[config.mk]
export PLATFORM = sky130hd
export DESIGN_NAME = ksa_swap_fsm_flat
export DESIGN_NICKNAME = d
export VERILOG_FILES = /design/src/rtl/ksa_swap_fsm_if.sv /design/src/rtl/ksa_swap_fsm.sv /design/src/flat_wrapper.sv
export SDC_FILE = /design/constraint.sdc
export NUM_CORES = 1
export LEC_CHECK = 0
export CORE_ASPECT_RATIO = 1.2
export CORE_MARGIN = 2
export CORE_UTILIZATION = 55
export DETAILED_ROUTE_END_ITERATION = 8
export PLACE_DENSITY = 0.9
export SETUP_SLACK_MARGIN = 0.4
export SYNTH_ARGS = -nofsm -noshare
export SYNTH_HDL_FRONTEND = slang
export SYNTH_SLANG_ARGS = --single-unit
[constraint.sdc]
create_clock -name clk -period 4.6 [get_ports clk]
set_input_delay 0.92 -clock clk [delete_from_list [all_inputs] [get_ports clk]]
set_output_delay 0.92 -clock clk [all_outputs]
set_load 0.01 [all_outputs]
[src/rtl/ksa_swap_fsm_if.sv]
// rtl/ksa_swap_fsm_if.sv - S-memory port shared by the key-scheduling FSM and the S RAM
interface ksa_swap_fsm_if;
  logic [7:0] ram_addr;
  logic [7:0] ram_wdata;
  logic       ram_we;
  logic [7:0] ram_rdata;

  modport master (
    output ram_addr,
    output ram_wdata,
    output ram_we,
    input  ram_rdata
  );

  modport slave (
    input  ram_addr,
    input  ram_wdata,
    input  ram_we,
    output ram_rdata
  );
endinterface

[src/rtl/ksa_swap_fsm.sv]
// rtl/ksa_swap_fsm.sv - RC4 key scheduling over a 256-byte S memory, one swap per 6 cycles
module ksa_swap_fsm #(
  parameter int KEY_LEN = 3
) (
  input  logic                 clk,
  input  logic                 rst,
  input  logic                 start,
  input  logic [8*KEY_LEN-1:0] secret_key,
  ksa_swap_fsm_if.master       ram,
  output logic                 busy,
  output logic                 fin_strobe
);

  typedef enum logic [2:0] {
    IDLE = 3'd0,
    RD_I = 3'd1,
    LD_I = 3'd2,
    RD_J = 3'd3,
    LD_J = 3'd4,
    WR_I = 3'd5,
    WR_J = 3'd6,
    DONE = 3'd7
  } state_t;

  state_t               state;
  logic [8*KEY_LEN-1:0] key_q;
  logic [7:0]           i;
  logic [7:0]           j;
  logic [2:0]           k;
  logic [7:0]           si;
  logic [7:0]           sj;
  logic [7:0]           key_byte;
  logic [7:0]           j_next;

  // key byte 0 sits in the most-significant byte of the latched key
  always_comb begin
    key_byte = key_q[8*(KEY_LEN-1-int'(k)) +: 8];
    j_next   = j + ram.ram_rdata + key_byte;
  end

  // Outputs are registered: each transition loads the bus values of the state being entered.
  always_ff @(posedge clk or posedge rst) begin
    if (rst) begin
      state         <= IDLE;
      key_q         <= '0;
      i             <= '0;
      j             <= '0;
      k             <= '0;
      si            <= '0;
      sj            <= '0;
      ram.ram_addr  <= '0;
      ram.ram_wdata <= '0;
      ram.ram_we    <= 1'b0;
      busy          <= 1'b0;
      fin_strobe    <= 1'b0;
    end else begin
      case (state)
        IDLE: begin
          fin_strobe <= 1'b0;
          if (start) begin
            key_q        <= secret_key;
            i            <= '0;
            j            <= '0;
            k            <= '0;
            ram.ram_addr <= '0;
            ram.ram_we   <= 1'b0;
            busy         <= 1'b1;
            state        <= RD_I;
          end
        end
        RD_I: state <= LD_I;
        LD_I: begin
          si           <= ram.ram_rdata;
          j            <= j_next;
          ram.ram_addr <= j_next;
          state        <= RD_J;
        end
        RD_J: state <= LD_J;
        LD_J: begin
          sj            <= ram.ram_rdata;
          ram.ram_addr  <= i;
          ram.ram_wdata <= ram.ram_rdata;
          ram.ram_we    <= 1'b1;
          state         <= WR_I;
        end
        WR_I: begin
          ram.ram_addr  <= j;
          ram.ram_wdata <= si;
          state         <= WR_J;
        end
        WR_J: begin
          ram.ram_we <= 1'b0;
          if (i == 8'd255) begin
            busy  <= 1'b0;
            state <= DONE;
          end else begin
            i            <= i + 8'd1;
            k            <= (k == 3'(KEY_LEN-1)) ? 3'd0 : k + 3'd1;
            ram.ram_addr <= i + 8'd1;
            state        <= RD_I;
          end
        end
        DONE: begin
          fin_strobe <= 1'b1;
          state      <= IDLE;
        end
        default: begin
          ram.ram_we <= 1'b0;
          busy       <= 1'b0;
          fin_strobe <= 1'b0;
          state      <= IDLE;
        end
      endcase
    end
  end

endmodule

[src/flat_wrapper.sv]
// flat-port wrapper written by rule: the top's interface ports become plain ports
module ksa_swap_fsm_flat 
#(
  parameter int KEY_LEN = 3
)
  (clk, rst, start, secret_key, busy, fin_strobe, ram_ram_addr, ram_ram_wdata, ram_ram_we, ram_ram_rdata);
  ksa_swap_fsm_if ram_i ();
  input  logic clk;
  input  logic rst;
  input  logic start;
  input  logic [8*KEY_LEN-1:0] secret_key;
  output logic busy;
  output logic fin_strobe;
  output wire logic [$bits(ram_i.ram_addr)-1:0] ram_ram_addr;
  output wire logic [$bits(ram_i.ram_wdata)-1:0] ram_ram_wdata;
  output wire logic [$bits(ram_i.ram_we)-1:0] ram_ram_we;
  input wire logic [$bits(ram_i.ram_rdata)-1:0] ram_ram_rdata;
  assign ram_ram_addr = ram_i.ram_addr;
  assign ram_ram_wdata = ram_i.ram_wdata;
  assign ram_ram_we = ram_i.ram_we;
  assign ram_i.ram_rdata = ram_ram_rdata;
  ksa_swap_fsm #(.KEY_LEN(KEY_LEN)) u_core (.clk(clk), .rst(rst), .start(start), .secret_key(secret_key), .ram(ram_i), .busy(busy), .fin_strobe(fin_strobe));
endmodule
==> flow_summary.yaml <==
status:
  status: "complete, no violations"
clock_network:
  cts_setup_buffers: 0
  clkSinkCount: 73
  cts_tree: "done"
  cts_made_buffers: 9
  cts_resized: 0
  clk_path_buf_depth: 2
  cts_root_buf: "clkbuf_8"
  h-tree-depth: 3
  insertion_delay_ns: 0.36
  ctsHoldBuffers: 0
  clkTransAtPathRegs_ns: 0.07
sta:
  rsz0062_at_grt: "no"
  fmax_mhz: 261
  timing.slew.headroom: 0.239
  finalCriticalPeriod_ns: 3.83
  setup-violations-final: 0
  fin_skew_ns: 0.00676
  whs_ns: 0.484
  final.setup.tns_ns: 0
  drv_slew: 0
  finalCritPeriodShare: 0.833
  tightest_slew_ns: 1.14
  finalHoldViolCount: 0
drt:
  wl_mm: 8.92
  vias: 3119
  post-route-drc-count: 0
  wire_per_inst_um: 16.8
  drtIter0Drc: 235
  ant_nets: 0
  dr.pass1.iters: 4
  vias_per_cell: 5.87
critical_path:
  timing.rr.start: "u_core.k[0]$_DFFE_PP0P_"
  reg2reg_slack_ns: 0.77
  critPathMaxFanout: 15
  rr_worst_depth: 15
  max_stage_delay_ns: 0.45
  cp.arrival_ns: 4.10
  cp-end-kind: "flip-flop"
  required_ns: 4.87
  start_kind: "flip-flop"
  crit_family: "adder cells"
  slowest_stage: "ha_1"
  worstReg2RegEnd: "u_core.j[7]$_DFFE_PP0P_"
  crit_start: "u_core.k[0]$_DFFE_PP0P_"
  path_buf_inv: 3
  path_class: "flip-flop to flip-flop"
  path_cells: "buf_4 > inv_1 > ha_1 > nor2b_1 > a21oi_1 > nor2_1 > fa_1 > ha_1 > inv_1 > fa_1 > nor2b_1 > o31a_1 > o22ai_1 > xnor3_1 > o21ai_0"
floorplanning:
  fp.dieH_um: 98.1
  row_count: 34
  die_width_um: 82.4
  start_util: 0.565
  num_io_pins: 54
  core_mm2: 0.00719
  die_area_mm2: 0.00809
yosys:
  synth_sequential_area_ratio: 0.450
  ys_warn_count: 0
  post-synth-top-count-cell: "dfrtp_1"
  avgSynthCellArea_um2: 10.4
  synth_top_family_by_area: "simple AND/OR/NAND/NOR gates"
  syn_area_mm2: 0.00406
  synth_nets: 443
  synth_xor_area_frac: 0.0228
  synth-compound-area-share: 0.130
  synth_fa_ha_area_frac: 0.0703
  yosysTopAreaCell: "dfrtp_1"
  post_synth_and_or_nand_nor_area_fraction: 0.160
  synth_edf_count: 0
  ys_ff_latch: 73
  syn_inst: 390
  synthDistinctLibCells: 60
  yosys_most_used_dff: "dfrtp_1"
  yosysTopAreaCellShare: 0.450
  synth.area.top_cells: "dfrtp_1 45%, mux2_2 6.4%, mux2i_1 5.4%, nand2_1 5.0%, fa_1 3.9%"
  ys_top_cells_by_count: "73 x dfrtp_1, 54 x nand2_1, 31 x nor2_1"
  yosys-mux-area-fraction: 0.125
  synthArstFlopShare: 1.00
power:
  leakage_nw: 2.15
  powerDensity_mw_per_mm2: 771
  ir_drop_v: 0.000399
  power_mw: 3.71
cells_and_area:
  antenna_cells: 0
  final_area_mm2: 0.00481
  fin_nets: 490
  post-route-util: 0.669
  nFillCells: 514
  syn2layout_area_growth_pct: 18.4
  drive_gt1_frac: 0.138
grt:
  grt_pass1_vias: 3168
  grt_max_degree: 58
  grt_usage: 0.246
  grt_pass1_wl_mm: 14.9
  antenna_found_initial: 0
  grt_overflow: 0
placed_design:
  dpl_cell_area_mm2: 0.00460
  place.port_buffers: 53
  place_congestion: 0.901
  dpl.hpwl_mm: 6.39
hold_path:
  min_path_cells: 2
  min_to: "u_core.si[3]$_DFFE_PP0P_"
  hold_start: "u_core.si[3]$_DFFE_PP0P_"
  hold_class: "flip-flop to flip-flop"
run:
  drv_cap: 0
[area by class of cell]
| class | count | area (um2) | area share |
|---|---|---|---|
| Timing Repair Buffer | 57 | 561 | 0.117 |
| Inverter | 10 | 37.5 | 0.00781 |
| Multi-Input combinational cell | 286 | 2060 | 0.429 |
| Clock buffer | 10 | 128 | 0.0265 |
| Sequential cell | 73 | 1830 | 0.380 |
| Tap cell | 90 | 113 | 0.0234 |
| Clock inverter | 5 | 81.3 | 0.0169 |
[registers in the layout, summed over array words and instances (netlist names)]
| name | count |
|---|---|
| u_core.busy | 1 |
| u_core.k | 3 |
| u_core.ram.ram_addr | 8 |
| u_core.si | 8 |
| u_core.ram.ram_wdata | 8 |
| u_core.i | 8 |
| u_core.state | 3 |
| u_core.fin_strobe | 1 |
| u_core.key_q | 24 |
| u_core.j | 8 |
| u_core.ram.ram_we | 1 |
[through the flow]
step / std cells / setup WS (ns)
after floorplan: 390 / 1.39
after global placement: 516 / 1.06
after detailed placement: 516 / 0.773
after CTS: 531 / 0.760
after global routing: 531 / 0.424
final: 531 / 0.767
[how the worst max path moves through the flow]
stage	cells past startpoint	to
CTS	15	u_core.j[7]$_DFFE_PP0P_
finish	15	u_core.j[7]$_DFFE_PP0P_
detailed placement	15	u_core.j[7]$_DFFE_PP0P_
floorplan	15	u_core.j[7]$_DFFE_PP0P_
global placement	15	u_core.j[7]$_DFFE_PP0P_
global route	15	u_core.j[7]$_DFFE_PP0P_
[logic make-up (layout without fill, tap and decap cells)]
logic type,after synthesis,count (layout)
AOI/OAI and AO/OA,81,81
xor gates and xnor gates,9,9
muxes,47,47
buffers and inverters,31,82
DFF,73,73
adders and majority gates,18,18
and+or+nand+nor,131,131
[power breakdown]
| group | total [mW] | switching (mW) | internal [mW] |
|---|---|---|---|
| combinational | 2.02 | 1.06 | 0.953 |
| sequential | 1.15 | 0.237 | 0.914 |
| clock | 0.541 | 0.238 | 0.302 |
[per-layer routing]
| layer | track usage | wire [um] | share of wire | up-vias |
|---|---|---|---|---|
| li1 | - | - | - | 1458 |
| met1 | 0.311 | 3550 | 0.40 | 1530 |
| met2 | 0.391 | 4570 | 0.51 | 105 |
| met3 | 0.0536 | 515 | 0.058 | 26 |
| met4 | 0.122 | 280 | 0.031 | 0 |
| met5 | 0 | 0 | 0 | - |
[worst min-delay path: stages, from the launching register on]
cell and delay (ns):
dfrtp_1 0.35, nand2_1 0.05, nand2_1 0.06
[cells in the final DEF, fill, tap and decap left out, types with 3 or more instances in the layout]
| cell | n |
|---|---|
| a31oi_1 | 3 |
| a21oi_1 | 15 |
| a211oi_1 | 3 |
| nand4_1 | 5 |
| nand2b_1 | 3 |
| nor2_1 | 31 |
| ha_1 | 10 |
| clkbuf_8 | 9 |
| a21o_1 | 4 |
| xor2_1 | 4 |
| inv_1 | 9 |
| mux2i_1 | 22 |
| nand3_1 | 12 |
| o21ai_0 | 30 |
| dfrtp_1 | 73 |
| nand2_1 | 54 |
| mux2_2 | 23 |
| fa_1 | 8 |
| buf_4 | 4 |
| or2_2 | 3 |
| xnor2_1 | 4 |
| clkdlybuf4s50_1 | 53 |
| a22o_1 | 4 |
| o22ai_1 | 3 |
| nor2b_1 | 6 |
Note: power is estimated with default switching activity, not from simulation.
